`config.mk`:
```
export PLATFORM = sky130hd
export DESIGN_NAME = lock_access_controller
export DESIGN_NICKNAME = d
export VERILOG_FILES = /design/src/rtl/lock_access_controller.sv
export SDC_FILE = /design/constraint.sdc
export NUM_CORES = 1
export LEC_CHECK = 0
export ABC_CLOCK_PERIOD_IN_PS = 3000
export BUFFER_PORTS_ARGS = -buffer_cell sky130_fd_sc_hd__buf_4
export CORE_UTILIZATION = 28
export CTS_CLUSTER_DIAMETER = 120
export DETAILED_ROUTE_END_ITERATION = 8
export PLACE_DENSITY = 0.45
export SETUP_SLACK_MARGIN = 0.3
export SLEW_MARGIN = 20
export SYNTH_ARGS = -nofsm -noshare
export SYNTH_HDL_FRONTEND = slang
export SYNTH_SLANG_ARGS = --single-unit
```
`constraint.sdc`:
```
create_clock -name sys_clk -period 3 [get_ports sys_clk]
set_clock_uncertainty 0.1 [all_clocks]
set_input_delay 0.45 -clock sys_clk [delete_from_list [all_inputs] [get_ports sys_clk]]
set_output_delay 0.45 -clock sys_clk [all_outputs]
set_load 0.005 [all_outputs]
```
`src/rtl/lock_access_controller.sv`:
```
// lock_access_controller
//   Serial code-entry sequencer. Collects CODE_LEN bits (first bit ends up as
//   MSB), compares against a programmable code register, opens the lock for
//   UNLOCK_CYCLES cycles on a match, and enforces a LOCKOUT_CYCLES alarm after
//   MAX_FAILS consecutive mismatches. While open, the code can be reprogrammed.
//
// Ports
//   sys_clk   in   system clock, rising edge
//   reset     in   asynchronous active-high reset
//   bit_valid in   single-cycle strobe qualifying bit_in
//   bit_in    in   entered code bit
//   abort     in   drop a partial entry / programming sequence
//   prog_en   in   request reprogramming (only honoured while open)
//   unlocked  out  high while in OPEN
//   alarm     out  high while in LOCKOUT
//   fail_cnt  out  consecutive failed-check count
//   state     out  encoded FSM state
module lock_access_controller #(
  parameter int                  CODE_LEN       = 4,
  parameter logic [CODE_LEN-1:0] DEFAULT_CODE   = 4'b1010,
  parameter int                  MAX_FAILS      = 3,
  parameter int                  UNLOCK_CYCLES  = 8,
  parameter int                  LOCKOUT_CYCLES = 16
) (
  input  logic       sys_clk,
  input  logic       reset,
  input  logic       bit_valid,
  input  logic       bit_in,
  input  logic       abort,
  input  logic       prog_en,
  output logic       unlocked,
  output logic       alarm,
  output logic [2:0] fail_cnt,
  output logic [2:0] state
);

  typedef enum logic [2:0] {
    S_IDLE    = 3'd0,
    S_ENTRY   = 3'd1,
    S_CHECK   = 3'd2,
    S_OPEN    = 3'd3,
    S_LOCKOUT = 3'd4,
    S_PROGRAM = 3'd5
  } state_t;

  localparam int TMAX = (UNLOCK_CYCLES > LOCKOUT_CYCLES) ? UNLOCK_CYCLES : LOCKOUT_CYCLES;
  localparam int TW   = $clog2(TMAX + 1);
  localparam int CW   = $clog2(CODE_LEN + 1);

  localparam logic [TW-1:0] UNLOCK_LD  = TW'(UNLOCK_CYCLES - 1);
  localparam logic [TW-1:0] LOCKOUT_LD = TW'(LOCKOUT_CYCLES - 1);
  localparam logic [CW-1:0] LAST_BIT   = CW'(CODE_LEN - 1);
  localparam logic [2:0]    MAX_F      = 3'(MAX_FAILS);

  state_t              state_q;
  logic [CODE_LEN-1:0] sr_q;
  logic [CODE_LEN-1:0] code_reg;
  logic [CW-1:0]       cnt_q;
  logic [TW-1:0]       timer_q;
  logic [2:0]          fail_q;

  // Shift path shared by ENTRY and PROGRAM; first bit entered lands in the MSB.
  logic [CODE_LEN-1:0] sr_next;
  assign sr_next = {sr_q[CODE_LEN-2:0], bit_in};

  always_ff @(posedge sys_clk or posedge reset) begin
    if (reset) begin
      state_q  <= S_IDLE;
      sr_q     <= '0;
      code_reg <= DEFAULT_CODE;
      cnt_q    <= '0;
      timer_q  <= '0;
      fail_q   <= '0;
    end else begin
      case (state_q)
        S_IDLE: begin
          if (bit_valid) begin
            sr_q    <= sr_next;
            cnt_q   <= CW'(1);
            state_q <= S_ENTRY;
          end
        end

        S_ENTRY: begin
          if (abort) begin
            sr_q    <= '0;
            cnt_q   <= '0;
            state_q <= S_IDLE;
          end else if (bit_valid) begin
            sr_q <= sr_next;
            if (cnt_q == LAST_BIT) begin
              cnt_q   <= '0;
              state_q <= S_CHECK;
            end else begin
              cnt_q <= cnt_q + CW'(1);
            end
          end
        end

        S_CHECK: begin
          if (sr_q == code_reg) begin
            fail_q  <= '0;
            timer_q <= UNLOCK_LD;
            state_q <= S_OPEN;
          end else begin
            // Saturate rather than wrap; in practice lockout is reached first.
            if (fail_q < MAX_F) fail_q <= fail_q + 3'd1;
            if (fail_q + 3'd1 >= MAX_F) begin
              timer_q <= LOCKOUT_LD;
              state_q <= S_LOCKOUT;
            end else begin
              state_q <= S_IDLE;
            end
          end
        end

        S_OPEN: begin
          // Reprogramming request wins over timer expiry.
          if (prog_en) begin
            cnt_q   <= '0;
            state_q <= S_PROGRAM;
          end else if (timer_q == '0) begin
            state_q <= S_IDLE;
          end else begin
            timer_q <= timer_q - TW'(1);
          end
        end

        S_PROGRAM: begin
          if (abort) begin
            cnt_q   <= '0;
            state_q <= S_IDLE;
          end else if (bit_valid) begin
            sr_q <= sr_next;
            if (cnt_q == LAST_BIT) begin
              code_reg <= sr_next;
              cnt_q    <= '0;
              state_q  <= S_IDLE;
            end else begin
              cnt_q <= cnt_q + CW'(1);
            end
          end
        end

        S_LOCKOUT: begin
          if (timer_q == '0) begin
            fail_q  <= '0;
            state_q <= S_IDLE;
          end else begin
            timer_q <= timer_q - TW'(1);
          end
        end

        default: state_q <= S_IDLE;
      endcase
    end
  end

  assign unlocked = (state_q == S_OPEN);
  assign alarm    = (state_q == S_LOCKOUT);
  assign fail_cnt = fail_q;
  assign state    = state_q;

endmodule

```
==> reports/qor.csv <==
metric;value;unit
DRT Pass-1 Iters;6;
vias in the first global route;1021;
Worst setup EP type;flop;
Slew HR;41.5;%
first-pass GRT wire length;4610;um
largest net degree at the start of global routing;23;
final worst path period share;71.4;%
Vias;1062;
CP cell instances;inv_1, ha_1, nor2_1, or3_1, o22a_4, and2_4, a41o_1;
max-slew violation count;0;
final WL;2700;um
Worst Path Arrival;2.21;ns
Net Count, Synth;147;
RSZ-0062 raised after global routing;false;
CP Max Fanout;8;
Final Hold Vio Count;0;
CP required;3.06;ns
flop-to-flop setup slack;0.86;ns
flops & latches, synth;22;
DRT iter0 DRCs;93;
CORE AREA;0.00447;mm^2
Setup Buffers After CTS;0;
multi-input logic area;736;um^2
Avg Cell Area, Syn;9.90;um^2
Row Count;24;
gr usage total;11.5;%
ys flop type;dfrtp_1;
share of cells above drive strength 1;23.5;%
H-tree lvl count;1;
run status;complete, but fails checks;
Pleak;0.730;nW
CTS sink cnt;22;
die width;71.3;um
Post-synth EDFFs;0;
Sw Pwr;0.591;mW
FILL cells;456;
Critical R2R Launch;fail_cnt[0];
buffer levels on the longest clock path;2;
clock share of power;19.3;%
register area share after synthesis;41.1;%
Final Power;1.47;mW
register area;553;um^2
max FFs per register;5;
peak supply drop;459;uV
Pint;0.881;mW
max incr delay on CP;0.46;ns
number of inserted diodes;0;
Synth Cell Area;0.00135;mm^2
TritonCTS Buffers;3;
fraction of power spent switching nets;40.1;%
final setup fails;0;
starting density of the core;30.1;%
die height;71.3;um
Comb pwr share;44.7;%
initial antenna violation count;0;
Tmin final;2.14;ns
wire length per cell;13.4;um
vias per cell;5.28;
worst setup path startpoint;fail_cnt[0];
yosys warns;0;
HPWL Detailed;1990;um
Highest Clock Rate;467;MHz
final setup margin;0.857;ns
critical path class;reg -> reg;
worst skew pair latency;0.27;ns
Area Overhead vs Synth;15.6;%
post-cts resize count;0;
CP max-delay cell;dfrtp_1;
Layout Nets;161;
Routability Congestion;0.732;
setup_tns;0;ns
failing checks;DRC;
CTS tree;built;
hold_buf cts;0;
Seq pwr share;36.0;%
Synth Instances;136;
Worst Max-Slew Pin Slew;0.876;ns
Place WS;0.877;ns
Detail Route Antenna Nets;0;
Area after DPL;0.00149;mm^2
Hold Path Class;in -> async;
clock slew at reported path FFs;0.09;ns
Hold WS;0.263;ns
total grt overflow;0;
Async SR Flop Fraction;100;%
die area;0.00509;mm^2
max-capacitance violation count;0;
fin area;0.00156;mm^2
Netlist cell types;44;
CTS root buffer;clkbuf_8;
IO Pins;14;
pwr dens;946;mW/mm^2
I/O Buffers;13;
Startpoint Class;flop;
DRC;1;
[Yosys cell counts (all sizes together), types with 3 or more instances]
cell | instances | area (um^2)
nand2b | 4 | 25.0
nor4b | 3 | 38.8
nor2 | 16 | 60.1
o31ai | 3 | 22.5
xor2 | 5 | 43.8
ha | 5 | 62.6
o21ai | 7 | 38.8
nand2 | 9 | 33.8
dfrtp | 20 | 500
mux2i | 4 | 40.0
a21oi | 12 | 60.1
a31oi | 3 | 18.8
inv | 9 | 33.8
mux2 | 6 | 67.6
[area by class of cell]
class                   count  area share (%)
multi-input cells         101            47.3
repair buffers             13            6.27
clock buffers               3            2.65
inverters                   9            2.17
well taps                  52            4.18
clock inverters             1            1.93
flip-flops and latches     22            35.5
[final timing paths]
path / end / depth (start not counted)
min in group sys_clk: code_reg[0] / 2
max in group asynchronous: timer_q[0] / 2
min reg2reg: cnt_q[2] / 1
max reg2reg: timer_q[4] / 7
min: fail_cnt[2] / 2
max: timer_q[4] / 7
[cell usage in the layout (no fill, tap or decap), types with 3 or more instances in the layout]
master    instances
buf_4            13
a21oi_1          12
nor2_1           16
mux2i_1           4
inv_1             9
a31oi_1           3
mux2_2            6
clkbuf_8          3
nand2b_1          4
o31ai_1           3
xor2_1            5
dfrtp_1          20
ha_1              5
o21ai_0           5
nand2_1           9
[power groups by stage]
| stage | registers (mW) | logic (mW) | clock network, mW |
|---|---|---|---|
| after floorplan | 0.468 | 0.552 | 0 |
| after global placement | 0.531 | 0.654 | 0 |
| after detailed placement | 0.535 | 0.657 | 0 |
| after CTS | 0.529 | 0.662 | 0.291 |
| after global routing | 0.547 | 0.737 | 0.302 |
| final | 0.531 | 0.658 | 0.284 |
[routing by layer]
metal | part of all wire [%] | global-route usage (%)
met5 | 0 | 0
met1 | 50 | 15.7
met2 | 44 | 17.5
met4 | 1.4 | 4.67
met3 | 5.1 | 2.81
[cell families (layout without fill, tap and decap cells)]
group                    count (synthesis)  count (layout)  share of synthesized area (%)
flip-flops                              22              22                           41.1
AND/OR/NAND/NOR                         44              44                           18.6
AO/OA/AOI/OAI                           37              37                           20.2
multiplexers                            10              10                           7.99
XOR/XNOR                                 5               5                           3.25
adder cells (fa/ha/maj)                  5               5                           4.65
buffers and inverters                   13              26                           4.27
[critical path, delay by kind of cell (launching register included)]
| kind | cells | cell delay [ns] |
|---|---|---|
| and+or+nand+nor | 3 | 0.60 |
| AOI/OAI and AO/OA | 2 | 0.48 |
| DFF | 1 | 0.46 |
| adders and majority gates | 1 | 0.30 |
| buffers and inverters | 1 | 0.09 |
[per-stage QoR]
stage	util, %	cells
2_1_floorplan	-	136
3_3_place_gp	33.2	197
3_5_place_dp	33.2	197
4_1_cts	34.8	201
5_1_grt	34.8	201
6_report	34.8	201
(Power assumes the default switching activity.)
